--- src/rtl/cpu_pkg.sv ---
// rtl/cpu_pkg.sv - shared opcode, source-select and reset-state definitions
package cpu_pkg;

  // Instruction classes, identified from the top nibble of the opcode.
  typedef enum logic [2:0] {
    OP_LOAD,
    OP_MOV,
    OP_ALU,
    OP_JMP,
    OP_JNZ
  } opcode_e;

  // Power-up sequencing states for the program sequencer's reset.
  typedef enum logic [1:0] {
    ST_HOLD,
    ST_ARM,
    ST_RUN
  } rst_state_e;

  // MOV r0,r0: decodes to no register load and no ALU activity.
  localparam logic [7:0] NOP = 8'h80;

  // Data-bus source codes beyond the eight registers.
  localparam logic [3:0] SRC_IMM = 4'd8;
  localparam logic [3:0] SRC_ALU = 4'd9;

  // Classify an instruction from its upper nibble.
  function automatic opcode_e decode_op(input logic [3:0] hi);
    opcode_e op;
    if (!hi[3])      op = OP_LOAD;
    else if (!hi[2]) op = OP_MOV;
    else if (!hi[1]) op = OP_ALU;
    else if (!hi[0]) op = OP_JMP;
    else             op = OP_JNZ;
    return op;
  endfunction

endpackage

--- src/rtl/instruction_decoder_if.sv ---
// rtl/instruction_decoder_if.sv - fetch/decode signal bundle between decoder and datapath
interface instruction_decoder_if;
  logic [7:0] pm_data;
  logic       alu_zero;
  logic       sync_reset;
  logic       jmp;
  logic       jmp_nz;
  logic [3:0] jmp_addr;
  logic       dont_jmp;
  logic [7:0] ir;
  logic [7:0] reg_en;
  logic [3:0] src_sel;
  logic [3:0] imm;
  logic [2:0] alu_fn;
  logic       alu_en;

  // Decoder side: consumes the fetched word and ALU status, drives control.
  modport master (
    input  pm_data, alu_zero,
    output sync_reset, jmp, jmp_nz, jmp_addr, dont_jmp,
           ir, reg_en, src_sel, imm, alu_fn, alu_en
  );

  // Datapath / sequencer side.
  modport slave (
    output pm_data, alu_zero,
    input  sync_reset, jmp, jmp_nz, jmp_addr, dont_jmp,
           ir, reg_en, src_sel, imm, alu_fn, alu_en
  );
endinterface

--- src/rtl/reset_sequencer.sv ---
// rtl/reset_sequencer.sv - HOLD/ARM/RUN sequencer producing the synchronous reset pulse
module reset_sequencer (
  input  logic clk,
  input  logic reset,
  output logic sync_reset
);
  import cpu_pkg::*;

  rst_state_e state_q;
  rst_state_e state_d;

  // State register; the async reset lands in HOLD immediately.
  always_ff @(posedge clk or posedge reset) begin
    if (reset) state_q <= ST_HOLD;
    else       state_q <= state_d;
  end

  // Advance one state per clock and stay in RUN; sync_reset is held until RUN.
  always_comb begin
    state_d    = state_q;
    sync_reset = 1'b1;
    case (state_q)
      ST_HOLD: state_d = ST_ARM;
      ST_ARM:  state_d = ST_RUN;
      ST_RUN: begin
        state_d    = ST_RUN;
        sync_reset = 1'b0;
      end
      default: state_d = ST_HOLD;
    endcase
  end

endmodule

--- src/rtl/instruction_decoder.sv ---
// rtl/instruction_decoder.sv - fetch-stage jump decode, instruction register and execute decode
module instruction_decoder (
  input  logic                   clk,
  input  logic                   reset,
  instruction_decoder_if.master  bus
);
  import cpu_pkg::*;

  logic       sync_reset;
  logic [7:0] ir_q;
  logic       zero_q;
  logic [7:0] reg_en_d;
  logic [3:0] src_sel_d;
  logic       alu_en_d;
  logic       jmp_d;
  logic       jmp_nz_d;

  reset_sequencer u_reset_sequencer (
    .clk        (clk),
    .reset      (reset),
    .sync_reset (sync_reset)
  );

  // Jumps are taken at fetch, straight from the program memory word, and are
  // suppressed while the sequencer is still being held in reset.
  always_comb begin
    jmp_d    = 1'b0;
    jmp_nz_d = 1'b0;
    if (!sync_reset) begin
      jmp_d    = (bus.pm_data[7:4] == 4'hE);
      jmp_nz_d = (bus.pm_data[7:4] == 4'hF);
    end
  end

  // Instruction register: NOP while held, otherwise the fetched word each cycle.
  always_ff @(posedge clk or posedge reset) begin
    if (reset)           ir_q <= NOP;
    else if (sync_reset) ir_q <= NOP;
    else                 ir_q <= bus.pm_data;
  end

  // Execute decode of the instruction in ir; jumps decode to no activity here.
  always_comb begin
    reg_en_d  = 8'h00;
    src_sel_d = 4'd0;
    alu_en_d  = 1'b0;
    case (decode_op(ir_q[7:4]))
      OP_LOAD: begin
        reg_en_d  = 8'b1 << ir_q[6:4];
        src_sel_d = SRC_IMM;
      end
      OP_MOV: begin
        if (ir_q[5:3] != ir_q[2:0]) begin
          reg_en_d  = 8'b1 << ir_q[5:3];
          src_sel_d = {1'b0, ir_q[2:0]};
        end
      end
      OP_ALU: begin
        alu_en_d  = 1'b1;
        src_sel_d = SRC_ALU;
      end
      default: ;
    endcase
  end

  // Zero flag captures the ALU result status at the end of each ALU cycle.
  // A JNZ fetched during that same cycle therefore sees the previous flag.
  always_ff @(posedge clk or posedge reset) begin
    if (reset)         zero_q <= 1'b0;
    else if (alu_en_d) zero_q <= bus.alu_zero;
  end

  assign bus.sync_reset = sync_reset;
  assign bus.jmp        = jmp_d;
  assign bus.jmp_nz     = jmp_nz_d;
  assign bus.jmp_addr   = bus.pm_data[3:0];
  assign bus.dont_jmp   = zero_q;
  assign bus.ir         = ir_q;
  assign bus.reg_en     = reg_en_d;
  assign bus.src_sel    = src_sel_d;
  assign bus.imm        = ir_q[3:0];
  assign bus.alu_fn     = ir_q[2:0];
  assign bus.alu_en     = alu_en_d;

endmodule

--- src/flat_wrapper.sv ---
// flat-port wrapper written by rule: the top's interface ports become plain ports
module instruction_decoder_flat import cpu_pkg::*;
  (clk, reset, bus_pm_data, bus_alu_zero, bus_sync_reset, bus_jmp, bus_jmp_nz, bus_jmp_addr, bus_dont_jmp, bus_ir, bus_reg_en, bus_src_sel, bus_imm, bus_alu_fn, bus_alu_en);
  instruction_decoder_if bus_i ();
  input  logic clk;
  input  logic reset;
  input wire logic [$bits(bus_i.pm_data)-1:0] bus_pm_data;
  input wire logic [$bits(bus_i.alu_zero)-1:0] bus_alu_zero;
  output wire logic [$bits(bus_i.sync_reset)-1:0] bus_sync_reset;
  output wire logic [$bits(bus_i.jmp)-1:0] bus_jmp;
  output wire logic [$bits(bus_i.jmp_nz)-1:0] bus_jmp_nz;
  output wire logic [$bits(bus_i.jmp_addr)-1:0] bus_jmp_addr;
  output wire logic [$bits(bus_i.dont_jmp)-1:0] bus_dont_jmp;
  output wire logic [$bits(bus_i.ir)-1:0] bus_ir;
  output wire logic [$bits(bus_i.reg_en)-1:0] bus_reg_en;
  output wire logic [$bits(bus_i.src_sel)-1:0] bus_src_sel;
  output wire logic [$bits(bus_i.imm)-1:0] bus_imm;
  output wire logic [$bits(bus_i.alu_fn)-1:0] bus_alu_fn;
  output wire logic [$bits(bus_i.alu_en)-1:0] bus_alu_en;
  assign bus_i.pm_data = bus_pm_data;
  assign bus_i.alu_zero = bus_alu_zero;
  assign bus_sync_reset = bus_i.sync_reset;
  assign bus_jmp = bus_i.jmp;
  assign bus_jmp_nz = bus_i.jmp_nz;
  assign bus_jmp_addr = bus_i.jmp_addr;
  assign bus_dont_jmp = bus_i.dont_jmp;
  assign bus_ir = bus_i.ir;
  assign bus_reg_en = bus_i.reg_en;
  assign bus_src_sel = bus_i.src_sel;
  assign bus_imm = bus_i.imm;
  assign bus_alu_fn = bus_i.alu_fn;
  assign bus_alu_en = bus_i.alu_en;
  instruction_decoder u_core (.clk(clk), .reset(reset), .bus(bus_i));
endmodule
--- config.mk ---
export PLATFORM = sky130hd
export DESIGN_NAME = instruction_decoder_flat
export DESIGN_NICKNAME = d
export VERILOG_FILES = /design/src/rtl/cpu_pkg.sv /design/src/rtl/instruction_decoder_if.sv /design/src/rtl/reset_sequencer.sv /design/src/rtl/instruction_decoder.sv /design/src/flat_wrapper.sv
export SDC_FILE = /design/constraint.sdc
export NUM_CORES = 1
export LEC_CHECK = 0
export ABC_CLOCK_PERIOD_IN_PS = 1500
export CAP_MARGIN = 20
export CORE_ASPECT_RATIO = 1.75
export CORE_MARGIN = 8
export CORE_UTILIZATION = 33
export DETAILED_ROUTE_END_ITERATION = 10
export GPL_ROUTABILITY_DRIVEN = 1
export PLACE_DENSITY = 0.8
export RECOVER_POWER = 50
export SLEW_MARGIN = 20
export SYNTH_ARGS = -nofsm -noshare
export SYNTH_HDL_FRONTEND = slang
export SYNTH_SLANG_ARGS = --single-unit
--- constraint.sdc ---
create_clock -name clk -period 1.5 [get_ports clk]
set_clock_uncertainty 0.05 [all_clocks]
set_input_delay 0.3 -clock clk [delete_from_list [all_inputs] [get_ports clk]]
set_output_delay 0.3 -clock clk [all_outputs]
set_load 0.02 [all_outputs]
==> flow_summary_export.csv, run 1 <==
group,metric,value,unit
timing,worst_pin_slew,0.4386,ns
yosys,synth.largest_area_cell,"dfrtp_1",
setup_path,slowest_stage,"dfrtp_2",
yosys,netlist_instances,85,
setup_path,cp-start-kind,"register",
yosys,syn_area_per_cell,9.318,um2
status,violations,"negative setup slack",
die,io_pins,47,
timing,final-setup-viol-count,17,
pwr,total_power,0.001042,W
timing,hold_violations,0,
yosys,synth.distinct_cells,29,
route,avgRoutedWirePerCell,18.82,um
global_routing,grt_overflow,0,
setup_path,crit_type,"reg -> out",
timing,max_slew_margin,0.7073,
yosys,synth_area_leaders,"dfrtp_1, buf_4, and2_1, xor2_2, dfstp_2",
die,coreArea,2273,um2
status,status,"complete, but fails checks",
route,drtIter0Drc,17,
setup_path,crit_required,1.15,ns
finish,area_delta_synth_final,109.3,%
global_routing,grt_antenna_before_repair,0,
clocking,path_clk_slew,0.05,ns
setup_path,max_stage_delay,0.44,ns
setup_path,path_delay_family,"flip-flops",
timing,setup_slack,-0.4614,ns
clocking,cts_made_buffers,3,
route,vias,929,
pwr,peakVddDrop,0.6112,mV
clocking,clockBufferDepth,2,
place,numPortBuffers,46,
place,gp_congestion,0.7116,
setup_path,cp_cell_sequence,"xor2_4, buf_4, nor3_4, o22ai_1, buf_2",
finish,final_util,0.7292,
route,drc_errors,0,
timing,clock.fmax,509.8,MHz
finish,final_cells,181,
setup_path,crit_buf_inv,2,
die,initial_core_util,0.3484,
clocking,clk_latency,0.24,ns
clocking,ctsHoldBuffers,0,
finish,num_antenna_cells,0,
yosys,synth_edf_count,0,
clocking,cts_tree,"yes",
die,die_x,53.04,um
yosys,async_reset_ff_frac,1.000,
global_routing,grt_pass1_wl,4836,um
route,drt.antenna.violating_nets,0,
timing,slew_violations,0,
clocking,root_buffer,"clkbuf_8",
setup_path,critPathMaxFanout,4,
route,detail_route.first_pass.iterations,4,
yosys,syn_nets,98,
timing,fin_crit_sh,1.308,
route,drt_wl_total,3406,um
yosys,ys_seq_area_frac,0.3491,
yosys,synth.most_common_cell,"buf_4",
setup_path,crit_arrival,1.61,ns
worst_hold_path,hold_path_class,"in -> async",
yosys,synth_seq_cells,11,
timing,whs,0.4501,ns
global_routing,grt_max_degree,13,
route,routed_via_density,5.133,
die,rows,23,
yosys,synth_top_flop_cell,"dfrtp_1",
yosys,syn_area,792.0,um2
finish,drive_gt1_frac,0.6218,
setup_path,endpoint_kind,"primary output",
die,dieArea,4286,um2
pwr,powerDensity,628.8,nW/um2
die,die_h,80.81,um
timing,period_needed,1.961,ns
finish,fillers,160,
job,maxCapViolCount,0,
clocking,htree_levels,1,
place,placed_cells,164,
timing,grt_setup_unrepaired,"true",
pwr,leakage,0.7846,nW
global_routing,track_usage,0.1455,
clocking,cts_sinks,11,
place,place_hpwl,2083,um
global_routing,grt_pass1_vias,1100,
yosys,ys_top_cells_by_count,"buf_4, dfrtp_1, and2_1, inv_1",
yosys,ys.warnings.count,0,
timing,setup-tns-final,-5.644,ns
yosys,synth_top_area_share,0.3160,
finish,layout.nets,170,
worst paths after layout:
check	startpoint	end	slack (ns)	cells after the start
worst max-delay path	u_core.bus.ir[2]	bus_reg_en[6]	-0.46	5
worst min-delay path	reset	u_core.u_reset_sequencer.state_q[0]	0.45	2
worst max register to register	u_core.bus.ir[5]	u_core.bus.dont_jmp	-0.06	6
worst min register to register	u_core.bus.dont_jmp	u_core.bus.dont_jmp	0.50	1
max in group asynchronous	reset	u_core.bus.ir[2]	0.61	2
min in group clk	u_core.bus.dont_jmp	u_core.bus.dont_jmp	0.50	1
layer usage:
layer / vias to the layer above / track usage / part of all wire
li1: 413 / - / -
met1: 463 / 0.1307 / 0.33
met2: 43 / 0.2677 / 0.59
met3: 10 / 0.02925 / 0.046
met4: 0 / 0.1068 / 0.030
met5: - / 0 / 0
cells by family after synthesis:
group,share of synthesized area
adder cells (fa/ha/maj),0.03159
AND/OR/NAND/NOR,0.2796
buffers and inverters,0.1722
XOR/XNOR,0.05213
AO/OA/AOI/OAI,0.1011
multiplexers,0.01422
flip-flops,0.3491
final cells by class:
cell class	count	area, um2	area share
Multi-Input combinational cell	52	561.8	0.3389
Tap cell	25	31.28	0.01887
Clock buffer	4	45.04	0.02717
Sequential cell	11	282.8	0.1706
Inverter	8	30.03	0.01811
Timing Repair Buffer	81	706.9	0.4264
registers in the layout, summed over array words and instances (netlist names):
register / count
u_core.u_reset_sequencer.state_q: 2
u_core.bus.ir: 8
u_core.bus.dont_jmp: 1
what timing repair did:
action / in CTS / in global routing
pin swaps: 11 / 4
gates resized for setup: 142 / 30
gates cloned: 1 / 0
setup endpoints to repair: 37 / 26
buffers inserted: 9 / 4
report_power, final:
part	switching, W	leakage, nW	internal, W	total [W]
logic	0.000214	0.640	0.000198	0.000412
clock network	0.000106	0.0228	0.000186	0.000292
registers	0.0000221	0.121	0.000316	0.000338
per-stage QoR:
stage               worst slack, ns  area, um2
floorplan                   -0.2998      847.1
global placement            -0.6290       1401
detailed placement          -0.6627       1401
CTS                         -0.4296       1599
global route                -0.5316       1658
finish                      -0.4614       1658
cell usage in the layout (no fill, tap or decap), types with 2 or more instances in the layout:
cell type        instances
clkdlybuf4s50_1          9
nor3_4                   2
nand4_1                  2
nand4b_1                 3
clkbuf_8                 3
nor2_1                   3
buf_6                   18
nand2_1                  4
clkbuf_1                 2
clkdlybuf4s15_1          2
dfrtp_2                  5
inv_2                    4
buf_2                    2
nor2b_4                  2
inv_1                    4
dfrtp_1                  5
o21ai_1                  2
ha_1                     2
xor2_4                   2
buf_4                   32
nand3b_1                 3
o31ai_2                  2
clkbuf_2                 5
nor2_4                   2
dlygate4sd2_1            9
and2_0                   4
No activity file was read; power rests on OpenSTA's default activity.
==> run 2: changes to the inputs <==
--- a/config.mk
+++ b/config.mk
@@ -14,6 +14,7 @@
 export GPL_ROUTABILITY_DRIVEN = 1
 export PLACE_DENSITY = 0.8
 export RECOVER_POWER = 50
+export SETUP_SLACK_MARGIN = 0.2
 export SLEW_MARGIN = 20
 export SYNTH_ARGS = -nofsm -noshare
 export SYNTH_HDL_FRONTEND = slang
==> run 2 against run 1 <==
  * The flow still finishes with violations (negative setup slack)
  * Sequential share of layout area decreased by 1.9 points
  * Fmax decreased by 0.37%
  * Count of clock-buffer cells in the layout unchanged
  * Largest cell class unchanged
  * Largest power group unchanged
==> flow_summary_export.csv, run 2 (synthesis gave the netlist of run 1 again) <==
group,metric,value,unit
status,status,"complete, but fails checks",
status,violations,"negative setup slack",
clocking,cts_tree,"yes",
place,post_dp_cell_area,1436,um2
route,drt_wl_total,3805,um
pwr,leakage,0.8691,nW
finish,final_common_cell,"buf_6",
die,io_pins,47,
setup_path,cp-start-kind,"register",
clocking,htree_levels,1,
global_routing,grt_pass1_wl,4629,um
die,coreArea,2273,um2
setup_path,crit_arrival,1.62,ns
timing,setup_slack,-0.4687,ns
setup_path,slowest_stage,"dfrtp_1",
timing,grt_setup_unrepaired,"true",
clocking,ctsHoldBuffers,0,
route,drc_errors,0,
timing,slew_violations,0,
clocking,path_clk_slew,0.06,ns
global_routing,grt_antenna_before_repair,0,
pwr,peakVddDrop,0.6397,mV
timing,worst_pin_slew,0.4276,ns
timing,whs,0.3488,ns
setup_path,endpoint_kind,"primary output",
die,die_x,53.04,um
setup_path,crit_required,1.15,ns
finish,largest_register_ffs,8,
route,avgRoutedWirePerCell,20.35,um
timing,max_slew_margin,0.7146,
setup_path,max_stage_delay,0.43,ns
finish,num_antenna_cells,0,
setup_path,cp_cell_sequence,"xor2_2, o31ai_2, a2111oi_4, buf_4",
die,rows,23,
global_routing,track_usage,0.1431,
route,detail_route.first_pass.iterations,4,
clocking,cts_sinks,11,
route,vias,927,
route,routed_via_density,4.957,
timing,fin_crit_sh,1.312,
clocking,clockBufferDepth,2,
timing,final-setup-viol-count,26,
clocking,root_buffer,"clkbuf_8",
timing,clock.fmax,507.9,MHz
place,gp_congestion,0.7076,
route,drtIter0Drc,26,
die,initial_core_util,0.3484,
setup_path,critPathMaxFanout,2,
global_routing,grt_pass1_vias,995,
timing,period_needed,1.969,ns
global_routing,grt_overflow,0,
die,dieArea,4286,um2
setup_path,crit_type,"reg -> out",
clocking,cts_made_buffers,3,
place,numPortBuffers,46,
finish,fillers,124,
timing,hold_violations,0,
die,die_h,80.81,um
finish,drive_gt1_frac,0.7160,
worst_hold_path,hold_path_class,"in -> reg",
clocking,clk_latency,0.24,ns
pwr,powerDensity,600.9,nW/um2
global_routing,grt_max_degree,12,
finish,stdcell_area,1864,um2
finish,final_cell_mix,"buf_6, buf_4, clkdlybuf4s50_1",
finish,area_delta_synth_final,135.4,%
place,place_hpwl,2204,um
route,drt.antenna.violating_nets,0,
finish,layout.nets,176,
pwr,total_power,0.001120,W
job,maxCapViolCount,0,
-- run 2: changes by cell type in the layout (fill, tap and decap cells not counted), moves of 4 or more --
cell           previous run  this run
and2_0                    4         0
and2_1                    1         5
buf_4                    32        26
buf_6                    18        44
clkbuf_2                  5         0
dlygate4sd2_1             9         0
-- run 2: timing repair --
action / in CTS / in global routing
gates cloned: 0 / 1
pin swaps: 11 / 7
resized for setup: 229 / 33
setup endpoints to repair: 37 / 35
setup buffers: 8 / 12
-- run 2: path summary, 6_finish.rpt --
path	startpoint	end	slack [ns]	cells after the start
setup / recovery	u_core.bus.ir[4]	bus_reg_en[0]	-0.47	4
hold / removal	bus_pm_data[3]	u_core.bus.ir[3]	0.35	2
setup reg to reg	u_core.bus.ir[5]	u_core.bus.dont_jmp	-0.22	8
hold reg to reg	u_core.bus.dont_jmp	u_core.bus.dont_jmp	0.50	1
max in group asynchronous	reset	u_core.bus.ir[7]	0.62	2
min in group asynchronous	reset	u_core.bus.ir[4]	0.45	2
-- run 2: where the power goes --
group | internal [W] | switching (W)
clock network | 0.000188 | 0.000129
registers | 0.000316 | 0.0000240
logic | 0.000239 | 0.000224
-- run 2: per-layer routing --
| layer | track usage | wire (um) | up-vias |
|---|---|---|---|
| met5 | 0 | 0 | - |
| met1 | 0.1081 | 1177 | 463 |
| met3 | 0.04570 | 237 | 6 |
| li1 | - | - | 425 |
| met2 | 0.2960 | 2344 | 33 |
| met4 | 0.05729 | 45 | 0 |
-- run 2: through the flow --
step / setup WS, ns / util / std cells / setup TNS [ns]
6_report: -0.4687 / 0.8200 / 187 / -6.660
5_1_grt: -0.5595 / 0.8200 / 187 / -7.831
4_1_cts: -0.4087 / 0.7325 / 174 / -4.905
3_5_place_dp: -0.7149 / 0.6318 / 162 / -10.72
3_3_place_gp: -0.6811 / 0.6318 / 162 / -10.10
2_1_floorplan: -0.2864 / - / 85 / -2.438
-- run 2: area by class of cell --
class / count / area [um2] / share of cell area
timing repair buffer: 88 / 892.1 / 0.4785
multi-input combinational: 51 / 580.6 / 0.3114
sequential: 11 / 282.8 / 0.1517
clock buffer: 4 / 45.04 / 0.02416
inverter: 8 / 32.53 / 0.01745
tap: 25 / 31.28 / 0.01678
-- run 2: critical path, delay by kind of cell (launching register included) --
kind	cells	cell delay, ns
AOI/OAI and AO/OA	2	0.47
DFF	1	0.43
xor gates and xnor gates	1	0.27
buffers and inverters	1	0.20
